===== config.mk =====
export PLATFORM = sky130hd
export DESIGN_NAME = pc_next_unit
export DESIGN_NICKNAME = d
export VERILOG_FILES = /design/src/rtl/pc_next_unit.sv
export SDC_FILE = /design/constraint.sdc
export NUM_CORES = 1
export LEC_CHECK = 0
export ABC_AREA = 1
export BUFFER_PORTS_ARGS = -buffer_cell sky130_fd_sc_hd__buf_4
export CAP_MARGIN = 10
export CELL_PAD_IN_SITES_DETAIL_PLACEMENT = 0
export CELL_PAD_IN_SITES_GLOBAL_PLACEMENT = 1
export CORE_MARGIN = 4
export CORE_UTILIZATION = 30
export DETAILED_ROUTE_END_ITERATION = 7
export MAX_ROUTING_LAYER = met4
export PLACE_DENSITY_LB_ADDON = 0.1
export SLEW_MARGIN = 15
export SYNTH_ARGS = -nofsm -noshare
export SYNTH_HDL_FRONTEND = slang
export SYNTH_SLANG_ARGS = --single-unit

===== constraint.sdc =====
create_clock -name clk -period 3 [get_ports clk]
set_clock_uncertainty 0.1 [all_clocks]
set_input_delay 0.15 -clock clk [delete_from_list [all_inputs] [get_ports clk]]
set_output_delay 0.15 -clock clk [all_outputs]
set_load 0.05 [all_outputs]

===== src/rtl/pc_next_unit.sv =====
// Purpose: fetch PC register with branch/jump redirect, wrong-path squash and misaligned-target trap.
// Latency: redirect, flushes and link_pc are combinational; the new pc and the trap pulse appear one cycle later.
// Backpressure: stall freezes pc and the squash count; a redirect or trap always wins over stall.
module pc_next_unit #(
   parameter int              XLEN        = 32,
   parameter logic [XLEN-1:0] RESET_PC    = XLEN'(32'h0000_0000),
   parameter logic [XLEN-1:0] TRAP_VEC    = XLEN'(32'h0000_0100),
   parameter int              FLUSH_SLOTS = 2
) (
   input  logic            clk,
   input  logic            reset,
   input  logic            stall,
   input  logic            ex_valid,
   input  logic            branch_taken,
   input  logic            ex_jump,
   input  logic            ex_jalr,
   input  logic [XLEN-1:0] ex_pc,
   input  logic [XLEN-1:0] ex_rs1,
   input  logic [XLEN-1:0] ex_imm,
   output logic [XLEN-1:0] pc,
   output logic            if_valid,
   output logic            flush_ifid,
   output logic            flush_idex,
   output logic            redirect,
   output logic [XLEN-1:0] link_pc,
   output logic            trap,
   output logic [XLEN-1:0] trap_epc
);

   typedef enum logic [1:0] {BOOT, RUN, SQUASH} state_t;

   // Squash window length; a 2-bit counter covers the legal range 1..3.
   localparam logic [1:0] SLOTS = 2'(FLUSH_SLOTS);

   state_t          state, state_nxt;
   logic [1:0]      squash_cnt, squash_cnt_nxt;
   logic [XLEN-1:0] pc_nxt, trap_epc_nxt;
   logic            trap_nxt;

   logic            ex_eff, take, misalign;
   logic [XLEN-1:0] jalr_sum, tgt;

   // EX is only trusted in RUN; the squash window hides wrong-path results.
   assign ex_eff   = ex_valid & (state == RUN);
   assign take     = ex_eff & (branch_taken | ex_jump);
   assign jalr_sum = ex_rs1 + ex_imm;
   assign tgt      = ex_jalr ? {jalr_sum[XLEN-1:1], 1'b0} : (ex_pc + ex_imm);
   assign misalign = take & tgt[1];

   assign redirect   = take & ~misalign;
   assign flush_ifid = redirect | misalign;
   assign flush_idex = redirect | misalign;
   assign link_pc    = ex_pc + XLEN'(4);
   assign if_valid   = (state != BOOT);

   // Next-state, next-pc and trap decisions; trap beats redirect beats stall/advance.
   always_comb begin
      state_nxt      = state;
      squash_cnt_nxt = squash_cnt;
      pc_nxt         = pc;
      trap_nxt       = 1'b0;
      trap_epc_nxt   = trap_epc;
      if (misalign) begin
         pc_nxt         = TRAP_VEC;
         trap_nxt       = 1'b1;
         trap_epc_nxt   = ex_pc;
         state_nxt      = SQUASH;
         squash_cnt_nxt = SLOTS;
      end else if (redirect) begin
         pc_nxt         = tgt;
         state_nxt      = SQUASH;
         squash_cnt_nxt = SLOTS;
      end else begin
         case (state)
            BOOT: begin
               state_nxt = RUN;
            end
            RUN: begin
               if (!stall) pc_nxt = pc + XLEN'(4);
            end
            SQUASH: begin
               if (!stall) begin
                  pc_nxt         = pc + XLEN'(4);
                  squash_cnt_nxt = squash_cnt - 2'd1;
                  if (squash_cnt <= 2'd1) begin
                     squash_cnt_nxt = 2'd0;
                     state_nxt      = RUN;
                  end
               end
            end
            default: begin
               state_nxt      = BOOT;
               squash_cnt_nxt = 2'd0;
            end
         endcase
      end
   end

   // State, pc and trap registers; reset dominates and cuts any trap pulse.
   always_ff @(posedge clk) begin
      if (reset) begin
         state      <= BOOT;
         squash_cnt <= 2'd0;
         pc         <= RESET_PC;
         trap       <= 1'b0;
         trap_epc   <= '0;
      end else begin
         state      <= state_nxt;
         squash_cnt <= squash_cnt_nxt;
         pc         <= pc_nxt;
         trap       <= trap_nxt;
         trap_epc   <= trap_epc_nxt;
      end
   end

endmodule

* Yosys cells after proc, flatten, opt, wreduce, memory -nomap -nowiden
Cells that the tools add are included.
** Storage, ports and cells
- Input port bits :: 103
- Flip-flop bits (word level) :: 69
- Word-level logic and storage cells :: 63
** Cells by class
- Bitwise gates (word level) :: 9
- Mux-type cells :: 16
- Order comparisons :: 1
- $add $sub $neg :: 5
- Reductions and logical operators :: 14
- Equal/unequal tests :: 10
** Operators by type and width (number)
- 32-bit 2-to-1 mux :: 4
- 32-bit by 3-bit adder with 32-bit output (second input constant) :: 2
- 32-bit adder :: 2
- 2-bit 2-to-1 mux :: 8
- 9-bit 2-to-1 mux :: 1
- 4-bit inequality test (second input constant) :: 2
- 2-bit AND reduction :: 4
- 3-bit by 1-bit inequality test with 1-bit output (second input constant) :: 2
- 2-bit case mux with 3 select lines :: 1
- 3-bit AND reduction :: 2
- 2-bit OR reduction :: 3
- 1-bit bitwise AND :: 4
- 2-bit inequality test (second input constant) :: 2
- 2-bit case mux with 2 select lines :: 1
- 2-bit nonzero test :: 2
- 3-bit inequality test (second input constant) :: 1
- 1-bit NOT :: 3
- 3-bit nonzero test :: 1
- 3-bit OR reduction :: 1
- 2-bit by 1-bit == test with 1-bit output (second input constant) :: 1
- 2-bit == test (second input constant) :: 1
- 2-bit by 1-bit less-or-equal comparator with 1-bit output (second input constant) :: 1
- 2-bit zero test :: 1
- 2-bit by 1-bit inequality test with 1-bit output (second input constant) :: 1
- other kinds (3) :: 4

* Depth between registers and ports, before layout
- Word-level depth :: 8
- Mapped depth :: 18
- Mapped depth without buffers :: 18

* Worst setup path after synthesis
Ideal clock, no wire load.
- Kind :: input to output
- Start :: input ex_pc[2]
- End :: output link_pc[28]
- Cell stages on the path :: 11
- Slack :: 0.678 ns
- Data arrival time :: 2.072 ns
- Required time :: 2.750 ns
- Path buffers :: 0
- Cell sequence :: ha_1 -> nand2_1 -> nor2_4 -> nand4_4 -> nor2_4 -> nand3_4 -> nor3_4 -> inv_2 -> nor2_4 -> nand2_1 -> xor2_1
** Between the ends
- Word-level cells in the longest chain between the ends :: 1
** RTL lines
- start, declared :: RTL line 17 : input logic [XLEN-1:0] ex_pc,
- 32-bit by 3-bit adder with 32-bit output :: RTL line 53 : assign link_pc = ex_pc + XLEN'(4);
- end, declared :: RTL line 25 : output logic [XLEN-1:0] link_pc,
No other way between the ends.

* Worst setup path in the final report
- Start :: input ex_pc[0]
- End :: output redirect
** Between the ends
- Word-level cells in the longest chain between the ends :: 5
** RTL lines
- 32-bit adder :: RTL line 47 : assign tgt = ex_jalr ? {jalr_sum[XLEN-1:1], 1'b0} : (ex_pc + ex_imm);
- 32-bit 2-to-1 mux :: RTL line 47
- 1-bit bitwise AND :: RTL line 48 : assign misalign = take & tgt[1];
- 1-bit NOT :: RTL line 50 : assign redirect = take & ~misalign;
- 1-bit bitwise AND :: RTL line 50
- end, declared :: RTL line 24 : output logic redirect,
No other way between the ends.

==> reports/metrics.cfg <==
[sta]
slew_headroom_pct=49.23
setup_violations=0
setup_tns_ns=0
max_freq_ghz=0.3561
finalCriticalPeriod_ns=2.809
tightest_slew_ns=0.7607
rsz0062_at_grt=no
min_period_over_period_pct=93.62
finalHoldViolations=0
finalMaxSlewViolations=0

[synth]
synth_seq_cells=69
ys.warnings.count=0
syn_area_per_cell_sq_um=5.751
ys_seq_area_share_pct=16.11
synthSimpleGateAreaFrac_pct=39.37
synth_top_family_by_area=simple AND/OR/NAND/NOR gates
synth_edf_count=0
synth_mux_area_share_pct=0
netlist_instances=1491
netlist_area_sq_um=8574
async_reset_ff_share_pct=0
synthTopCellsByArea=nand2_1 21%, dfxtp_1 16%, ha_1 9.8%
synth_xor_area_share_pct=6.129
syn_nets=1663
ys.flop_type=dfxtp_1
synth_top_area_cell=nand2_1
synth_top_area_share_pct=20.88
synth_cell_types=45
synthAdderAreaFrac_pct=10.24
synth_compound_area_share_pct=17.17

[clocking]
clock_path_buffers=2
numCtsBuffers=9
clock_sinks=69
clk_latency_ns=0.33
cts_tree=done
cts_root_buffer=clkbuf_16
h-tree-depth=3
cts_resized=0
clk_pin_slew_ns=0.06

[critical_path]
timing.rr.start=pc[2]
startpoint=ex_pc[0]
worstPathRequired_ns=2.75
crit_path_cell_trace=dlygate4sd3_1 -> buf_4 -> ha_1 -> inv_1 -> fa_1 -> or2_1 -> o21ai_2 -> nor2_4 -> buf_4 -> buf_4
cp_slowest_cell=dlygate4sd3_1
worst_path_most_repeated_cell=buf_4
worstPathMaxFanout=32
path_buf_inv=5
startpoint_type=input pin
crit_arrival_ns=2.56
crit_family=buffers and inverters
critical_path_class=in2out
cp-end-kind=output port
cp_slowest_stage_delay_ns=0.53

[floorplan]
die_area_sq_um=31350
die_y_um=177.1
num_rows=61
start_util_pct=30.61
core_sq_um=28010
die_x_um=177.1
pin_count=204

[worst_hold_path]
worstHoldStart=ex_pc[22]
hp-class=in2reg

[global_route]
grt_max_degree=57
track_usage_pct=22.41
antenna_found_initial=0
first_global_vias=9659
grt_pass1_wl_um=53680
grt-ovfl-total=0

[route]
vias_per_cell=4.863
dr.pass1.iters=5
wl_per_cell_um=16.84
drc=0
vias=10050
postRouteAntennaNets=0
drt_iter0_drc=536
routed_wl_um=34810

[cells_and_area]
final_cell_mix=477 x nand2_1, 208 x buf_4, 206 x inv_1
syn2layout_area_growth_pct=26.11
fin_area_sq_um=10810
n_antenna_cell=0
layout-drive-gt1-share_pct=15.45
nets=1856
mostFrequentLayoutCell=nand2_1

[pwr]
ir_drop_mv=0.2903
leakagePower_uw=0.005549
p_per_area_nw_per_um2=454.3

[place]
dpl.hpwl_um=29830
place.port_buffers=203
dpl_cell_area_sq_um=10500
gp_congestion=0.8736

[outcome]
status=complete, no violations

[flow_run]
drv_cap=0

## metal layers
metal	wire length (um)	vias to the layer above	GRT usage (%)	part of all wire, %
met2	16090	198	36.21	46
met1	17010	4602	31.14	49
met3	1280	26	1.923	3.7
li1	-	5225	-	-
met5	0	-	-	0
met4	423	0	3.836	1.2
## registers in the layout, indices dropped and copies added, names as in the netlist, named ones only
| name | count |
|---|---|
| pc | 30 |
| squash_cnt | 2 |
| trap_epc | 32 |
| trap | 1 |
| state | 2 |
## per-stage QoR
stage                     utilization, %  std cells  hold slack (ns)  total power (uW)  setup WS [ns]
after floorplan                        -       1491           0.1191              2971         0.6784
after global placement             37.49       2049           0.2816              3862         0.5783
after detailed placement           37.49       2049           0.2896              3864         0.4371
after CTS                          38.60       2067         0.001190              4932         0.2111
after global routing               38.60       2067         0.002056              5246        0.01828
final                              38.60       2067         0.009571              4912         0.1914
## logic make-up (layout without fill, tap and decap cells)
logic type / Yosys count / count (layout)
buf+inv: 244 / 442
fa+ha+maj: 69 / 69
flops: 69 / 69
simple gates: 779 / 779
xor+xnor: 60 / 60
compound gates: 270 / 270
## power breakdown
part / internal [uW] / switching [uW] / total, uW
clock network: 642 / 417 / 1060
registers: 1060 / 200 / 1260
logic: 817 / 1780 / 2600
## layout make-up
class / count / area [sq um]
clock inverters: 6 / 63.81
well taps: 378 / 473.0
inverters: 215 / 807.0
flip-flops and latches: 69 / 1381
clock buffers: 10 / 229.0
repair buffers: 211 / 1602
fillers: 3198 / 17200
multi-input cells: 1178 / 6257
## cell usage after synthesis (3+ instances only)
master,number
or2_2,3
xor2_1,49
xnor2_1,11
nor2_4,6
dfxtp_1,69
a221oi_1,4
a31oi_1,7
o21ai_0,102
inv_1,206
nor2_2,3
buf_2,11
buf_1,6
o21bai_1,14
nand4_1,15
a21o_1,3
nand2_1,477
inv_2,9
nand3_2,3
clkbuf_1,9
nand3_1,85
nor2_1,122
o211ai_1,3
a21oi_1,126
nor4_1,5
and2_1,5
nor3_2,3
a22o_1,6
buf_4,3
ha_1,67
nand3b_1,11
nor3_1,30
## path summary, 6_finish.rpt
path	endpoint	slack [ns]	cells past startpoint
hold / removal	trap_epc[22]	0.01	2
setup / recovery	redirect	0.19	10
hold reg to reg	trap_epc[8]	0.35	2
setup reg to reg	pc[20]	0.72	10
## what timing repair did
action,4_1_cts,5_1_grt
buffers inserted,0,0
endpoints found under the hold margin,4,0
hold buffers,2,0
No activity file was read; power rests on OpenSTA's default activity.
